File: config.mk
export PLATFORM = sky130hd
export DESIGN_NAME = instr_trace_buffer
export DESIGN_NICKNAME = d
export VERILOG_FILES = /design/src/rtl/instr_trace_buffer.sv
export SDC_FILE = /design/constraint.sdc
export NUM_CORES = 1
export LEC_CHECK = 0
export ABC_AREA = 1
export CELL_PAD_IN_SITES_DETAIL_PLACEMENT = 1
export CELL_PAD_IN_SITES_GLOBAL_PLACEMENT = 1
export CORE_MARGIN = 5
export CORE_UTILIZATION = 35
export DETAILED_ROUTE_END_ITERATION = 10
export GPL_ROUTABILITY_DRIVEN = 0
export PLACE_DENSITY_LB_ADDON = 0.25
export REMOVE_ABC_BUFFERS = 1
export SYNTH_ARGS = -nofsm -noshare
export SYNTH_HDL_FRONTEND = slang
export SYNTH_SLANG_ARGS = --single-unit
File: constraint.sdc
create_clock -name clk -period 8.6 [get_ports clk]
set_clock_uncertainty 0.1 [all_clocks]
set_input_delay 1.72 -clock clk [delete_from_list [all_inputs] [get_ports clk]]
set_output_delay 1.72 -clock clk [all_outputs]
set_load 0.02 [all_outputs]
File: src/rtl/instr_trace_buffer.sv
// Retire-trace capture unit: detects instruction retirement by PC change on the
// core probes and records {pc, instr, cycles} into a DEPTH-entry readout buffer.
module instr_trace_buffer #(
    parameter int XLEN    = 64,
    parameter int ILEN    = 32,
    parameter int STATE_W = 7,
    parameter int DEPTH   = 16,
    parameter int CYC_W   = 8
) (
    input  logic                       clk,
    input  logic                       reset,
    input  logic [XLEN-1:0]            PCData,
    input  logic [ILEN-1:0]            i31_0,
    input  logic [STATE_W-1:0]         state_out,
    input  logic                       arm,
    input  logic                       stop,
    input  logic                       clear,
    input  logic                       trig_en,
    input  logic [XLEN-1:0]            trig_pc,
    input  logic                       stop_on_full,
    output logic                       busy,
    output logic                       done,
    output logic                       overflow,
    output logic [$clog2(DEPTH):0]     count,
    output logic                       rd_valid,
    input  logic                       rd_ready,
    output logic [XLEN-1:0]            rd_pc,
    output logic [ILEN-1:0]            rd_instr,
    output logic [CYC_W-1:0]           rd_cycles,
    output logic [STATE_W-1:0]         last_state
);

    localparam int PTR_W = $clog2(DEPTH);
    localparam int CNT_W = PTR_W + 1;

    localparam logic [1:0] ST_IDLE    = 2'd0;
    localparam logic [1:0] ST_ARMED   = 2'd1;
    localparam logic [1:0] ST_CAPTURE = 2'd2;
    localparam logic [1:0] ST_DONE    = 2'd3;

    localparam logic [CNT_W-1:0] CNT_ZERO = {CNT_W{1'b0}};
    localparam logic [CNT_W-1:0] CNT_ONE  = CNT_W'(1);
    localparam logic [CNT_W-1:0] CNT_FULL = CNT_W'(DEPTH);
    localparam logic [PTR_W-1:0] PTR_ZERO = {PTR_W{1'b0}};
    localparam logic [PTR_W-1:0] PTR_ONE  = PTR_W'(1);
    localparam logic [CYC_W-1:0] CYC_ONE  = CYC_W'(1);
    localparam logic [CYC_W-1:0] CYC_MAX  = {CYC_W{1'b1}};

    logic [1:0]         state_r;
    logic [1:0]         state_nxt_s;
    logic [XLEN-1:0]    pc_q_r;
    logic [ILEN-1:0]    ir_q_r;
    logic [STATE_W-1:0] last_state_r;
    logic [CYC_W-1:0]   cyc_cnt_r;
    logic [CYC_W-1:0]   cyc_nxt_s;
    logic [PTR_W-1:0]   wr_ptr_r;
    logic [PTR_W-1:0]   rd_ptr_r;
    logic [CNT_W-1:0]   count_r;
    logic [CNT_W-1:0]   count_nxt_s;
    logic               overflow_r;
    logic               busy_r;
    logic               done_r;
    logic               rd_valid_r;

    logic               flush_s;
    logic               retire_s;
    logic               full_s;
    logic               pop_s;
    logic               push_s;
    logic               overwrite_s;
    logic               fill_stop_s;
    logic               trig_hit_s;

    logic [XLEN-1:0]    pc_mem_r    [DEPTH];
    logic [ILEN-1:0]    instr_mem_r [DEPTH];
    logic [CYC_W-1:0]   cyc_mem_r   [DEPTH];

    // Retire detection, buffer push/pop decisions and next-state selection
    always_comb begin
        flush_s     = clear || arm;
        retire_s    = (state_r == ST_CAPTURE) && (PCData != pc_q_r);
        full_s      = (count_r == CNT_FULL);
        pop_s       = rd_ready && (count_r != CNT_ZERO) && !flush_s;
        // A full stop-on-full buffer drops the retire unless a pop frees a slot.
        push_s      = retire_s && !flush_s && (!full_s || pop_s || !stop_on_full);
        overwrite_s = push_s && full_s && !pop_s;
        fill_stop_s = push_s && !pop_s && stop_on_full && (count_r == (CNT_FULL - CNT_ONE));
        trig_hit_s  = !trig_en || (PCData == trig_pc);

        state_nxt_s = state_r;
        if (clear) begin
            state_nxt_s = ST_IDLE;
        end else if (arm) begin
            state_nxt_s = ST_ARMED;
        end else if (stop && ((state_r == ST_ARMED) || (state_r == ST_CAPTURE))) begin
            state_nxt_s = ST_DONE;
        end else begin
            case (state_r)
                ST_ARMED:   state_nxt_s = trig_hit_s ? ST_CAPTURE : ST_ARMED;
                ST_CAPTURE: state_nxt_s = fill_stop_s ? ST_DONE : ST_CAPTURE;
                default:    state_nxt_s = state_r;
            endcase
        end
    end

    // Occupancy and per-instruction cycle counter updates
    always_comb begin
        count_nxt_s = count_r;
        if (flush_s) begin
            count_nxt_s = CNT_ZERO;
        end else if (push_s && !pop_s && !full_s) begin
            count_nxt_s = count_r + CNT_ONE;
        end else if (pop_s && !push_s) begin
            count_nxt_s = count_r - CNT_ONE;
        end else begin
            count_nxt_s = count_r;
        end

        cyc_nxt_s = cyc_cnt_r;
        if ((state_r == ST_ARMED) && (state_nxt_s == ST_CAPTURE)) begin
            cyc_nxt_s = CYC_ONE;
        end else if (state_r == ST_CAPTURE) begin
            if (retire_s) begin
                cyc_nxt_s = CYC_ONE;
            end else if (cyc_cnt_r != CYC_MAX) begin
                cyc_nxt_s = cyc_cnt_r + CYC_ONE;
            end else begin
                cyc_nxt_s = cyc_cnt_r;
            end
        end else begin
            cyc_nxt_s = cyc_cnt_r;
        end
    end

    // Control state, probe pipeline, pointers and status flags
    always_ff @(posedge clk or negedge reset) begin
        if (!reset) begin
            state_r      <= ST_IDLE;
            pc_q_r       <= {XLEN{1'b0}};
            ir_q_r       <= {ILEN{1'b0}};
            last_state_r <= {STATE_W{1'b0}};
            cyc_cnt_r    <= {CYC_W{1'b0}};
            wr_ptr_r     <= PTR_ZERO;
            rd_ptr_r     <= PTR_ZERO;
            count_r      <= CNT_ZERO;
            overflow_r   <= 1'b0;
            busy_r       <= 1'b0;
            done_r       <= 1'b0;
            rd_valid_r   <= 1'b0;
        end else begin
            state_r      <= state_nxt_s;
            pc_q_r       <= PCData;
            ir_q_r       <= i31_0;
            last_state_r <= state_out;
            cyc_cnt_r    <= cyc_nxt_s;
            count_r      <= count_nxt_s;
            busy_r       <= (state_nxt_s == ST_ARMED) || (state_nxt_s == ST_CAPTURE);
            done_r       <= (state_nxt_s == ST_DONE);
            rd_valid_r   <= (count_nxt_s != CNT_ZERO);
            if (flush_s) begin
                wr_ptr_r   <= PTR_ZERO;
                rd_ptr_r   <= PTR_ZERO;
                overflow_r <= 1'b0;
            end else begin
                if (push_s) begin
                    wr_ptr_r <= wr_ptr_r + PTR_ONE;
                end
                // Overwriting the oldest entry retires it from the head as well.
                if (pop_s || overwrite_s) begin
                    rd_ptr_r <= rd_ptr_r + PTR_ONE;
                end
                if (overwrite_s) begin
                    overflow_r <= 1'b1;
                end
            end
        end
    end

    // Entry storage; contents need no reset because rd_valid qualifies them
    always_ff @(posedge clk) begin
        if (push_s) begin
            pc_mem_r[wr_ptr_r]    <= pc_q_r;
            instr_mem_r[wr_ptr_r] <= ir_q_r;
            cyc_mem_r[wr_ptr_r]   <= cyc_cnt_r;
        end
    end

    assign busy       = busy_r;
    assign done       = done_r;
    assign overflow   = overflow_r;
    assign count      = count_r;
    assign rd_valid   = rd_valid_r;
    assign rd_pc      = pc_mem_r[rd_ptr_r];
    assign rd_instr   = instr_mem_r[rd_ptr_r];
    assign rd_cycles  = cyc_mem_r[rd_ptr_r];
    assign last_state = last_state_r;

endmodule
==> results.md <==
- Run status: completed
- Initial DRC Count: 3706
- Crit path launch: rd_ptr_r[2]$_DFFE_PN0P_
- Global-route usage over all layers: 20.5%
- Sequential fraction of the synthesis area: 76.4%
- CP endpoint: rd_pc[33]
- Starting density of the core: 35.3%
- Most used DFF post-synth: edfxtp_1
- Crit path max fanout: 129
- Most common cell after layout, fill and taps aside: edfxtp_1
- Post-DP HPWL: 111000 um
- Post-synth EDFFs: 1664
- Vias in the first global route: 46600
- # rows: 163
- Leading area contributor after synthesis: edfxtp_1
- Crit Path Category: flip-flop to output port
- Hold/Removal Path Class: flip-flop to flip-flop
- Share of cells above drive strength 1: 6.89%
- Final Cycle Share: 78.6%
- Synth Cell Area: 0.0697 mm^2
- Synthesis warning total: 0
- R2R Setup Slk: 3.99 ns
- Post-CTS Resized: 0
- CP startpoint kind: flip-flop
- CTS Buffer Depth: 3
- RSZ-0062 raised after global routing: false
- Drt first pass iters: 5
- Vias/cell: 5.39
- Setup violation total in the final timing report: 0
- Synth unique cells: 36
- Synth top area share: 71.7%
- CP required: 6.78 ns
- Achievable frequency: 148 MHz
- Top post-synthesis cells by area: edfxtp_1 72%, nand2_1 4.8%, dfrtp_1 4.7%, o21ai_0 3.5%, nor2_1 2.9%
- Cells after Synth: 5219
- Clock transition at path regs: 0.06 ns
- Worst Tran Pin Value: 1.16 ns
- Worst VDD drop: 0.000199 V
- DP Area: 0.0756 mm^2
- Design Power: 18300 uW
- Drt drc: 0
- Clock tree root buffer cell: clkbuf_16
- Fin cells: 8262
- Cts hold-fix bufs: 0
- Total setup buffers inserted after CTS: 0
- Placed Cells: 7897
- Post-Layout Inst Area: 0.0818 mm^2
- Slew headroom: 22.4%
- Vias post-DR: 44500
- Die H: 456 um
- GRT overflow: 0
- Worst r2r dst: instr_mem_r[4][8]$_DFFE_PP_
- # IOs: 295
- DR WL/cell: 26.6 um
- Max Slew Vio Count: 0
- Most frequent cells in the layout: 1664 x edfxtp_1, 891 x nand2_1, 516 x nor2_1
- Die area: 0.208 mm^2
- Pwr/cell area: 224 mW/mm^2
- Fraction of registers with async set/reset: 7.25%
- Core area: 0.198 mm^2
- Syn avg cell area: 13.4 um^2
- Hold Slack: 0.413 ns
- Worst-Skew Late Latency: 0.83 ns
- Max-cap check violation count: 0
- H-tree levels: 4
- Port-buffer cells: 294
- Minimum clock period: 6.76 ns
- First-pass GRT wire length: 320000 um
- CTS tree: built
- Static leakage: 0.0281 uW
- Antenna violations before repair: 5
- Area grow syn2layout: 17.4%
- Final hold viol count: 0
- RR Startpoint: pc_q_r[12]$_DFF_PN0_
- Reg2Reg Depth: 14
- Fin nets: 5643
- Die X: 456 um
- Synth Register Bits: 1794
- Total wire length: 219000 um
- Crit path capture type: output port
- CTS Sinks: 1794
- Arrival @ worst endpoint: 4.94 ns
- Final ANT Viol Nets: 0
- CTS buffer count: 195
- Largest net degree at the start of global routing: 155
==> cell families after synthesis <==
family	share of synthesized area [%]
AOI/OAI and AO/OA	9.63
xor gates and xnor gates	1.02
adders and majority gates	0.251
buffers and inverters	2.57
DFF	76.4
and+or+nand+nor	10.1
==> Yosys cell counts (all sizes together), types with 30 or more instances <==
cell,instances
xnor2,51
nand2,898
dfrtp,130
a21oi,260
nor2,538
a221oi,126
nand3,191
o22ai,127
nand4,94
clkbuf,223
xor2,30
o21ai,551
buf,100
inv,123
o221ai,81
edfxtp,1664
==> power breakdown <==
part	internal, uW	switching (uW)
clock network	4670	3510
registers	9620	193
logic	151	177
total	14400	3880
==> critical path, cell delays in order, from the launching register on <==
cell	delay, ns
dfrtp_4	0.51
buf_12	0.33
nand2_4	0.27
buf_4	0.60
buf_4	0.65
a21oi_1	0.09
a221oi_1	0.54
o21ai_0	0.16
nand2_1	0.15
clkdlybuf4s50_1	0.65
==> worst min path at each step <==
stage | startpoint | endpoint | cells past startpoint
after floorplan | wr_ptr_r[3]$_DFFE_PN0P_ | wr_ptr_r[3]$_DFFE_PN0P_ | 2
after global placement | overflow$_DFFE_PN0P_ | overflow$_DFFE_PN0P_ | 1
after detailed placement | overflow$_DFFE_PN0P_ | overflow$_DFFE_PN0P_ | 1
after CTS | overflow$_DFFE_PN0P_ | overflow$_DFFE_PN0P_ | 1
after global routing | overflow$_DFFE_PN0P_ | overflow$_DFFE_PN0P_ | 1
final | overflow$_DFFE_PN0P_ | overflow$_DFFE_PN0P_ | 1
==> final cells by class <==
type                            count  area (um^2)
Fill cell                       20100       116000
Sequential cell                  1794        53200
Multi-Input combinational cell   2978        14800
Clock buffer                      260         5260
Timing Repair Buffer              361         3710
Tap cell                         2640         3300
Clock inverter                    103          961
Inverter                          124          498
Antenna cell                        2         5.00
==> routing by layer <==
metal / up-vias / global-route usage [%] / share of wire [%] / wire (um)
li1: 19700 / - / - / -
met1: 23500 / 27.4 / 44 / 95800
met2: 1063 / 35.3 / 49 / 109000
met3: 278 / 2.83 / 4.4 / 9670
met4: 2 / 5.39 / 2.5 / 5390
met5: - / 0 / 0.0077 / 17
==> metrics by stage <==
step	TNS [ns]	utilization, %	worst slack, ns
2_1_floorplan	-2854.98	-	-27.13
3_3_place_gp	0	38.2	2.03
3_5_place_dp	0	38.2	2.44
4_1_cts	0	41.4	1.81
5_1_grt	0	41.4	1.69
6_report	0	41.4	1.84
==> flip-flops by register name, summed over array words and instances (netlist names) <==
register,cells
last_state,7
rd_valid,1
rd_ptr_r,4
wr_ptr_r,4
count,5
instr_mem_r,512
overflow,1
pc_mem_r,1024
pc_q_r,64
done,1
cyc_cnt_r,8
ir_q_r,32
busy,1
cyc_mem_r,128
state_r,2
No activity file was read; power rests on OpenSTA's default activity.
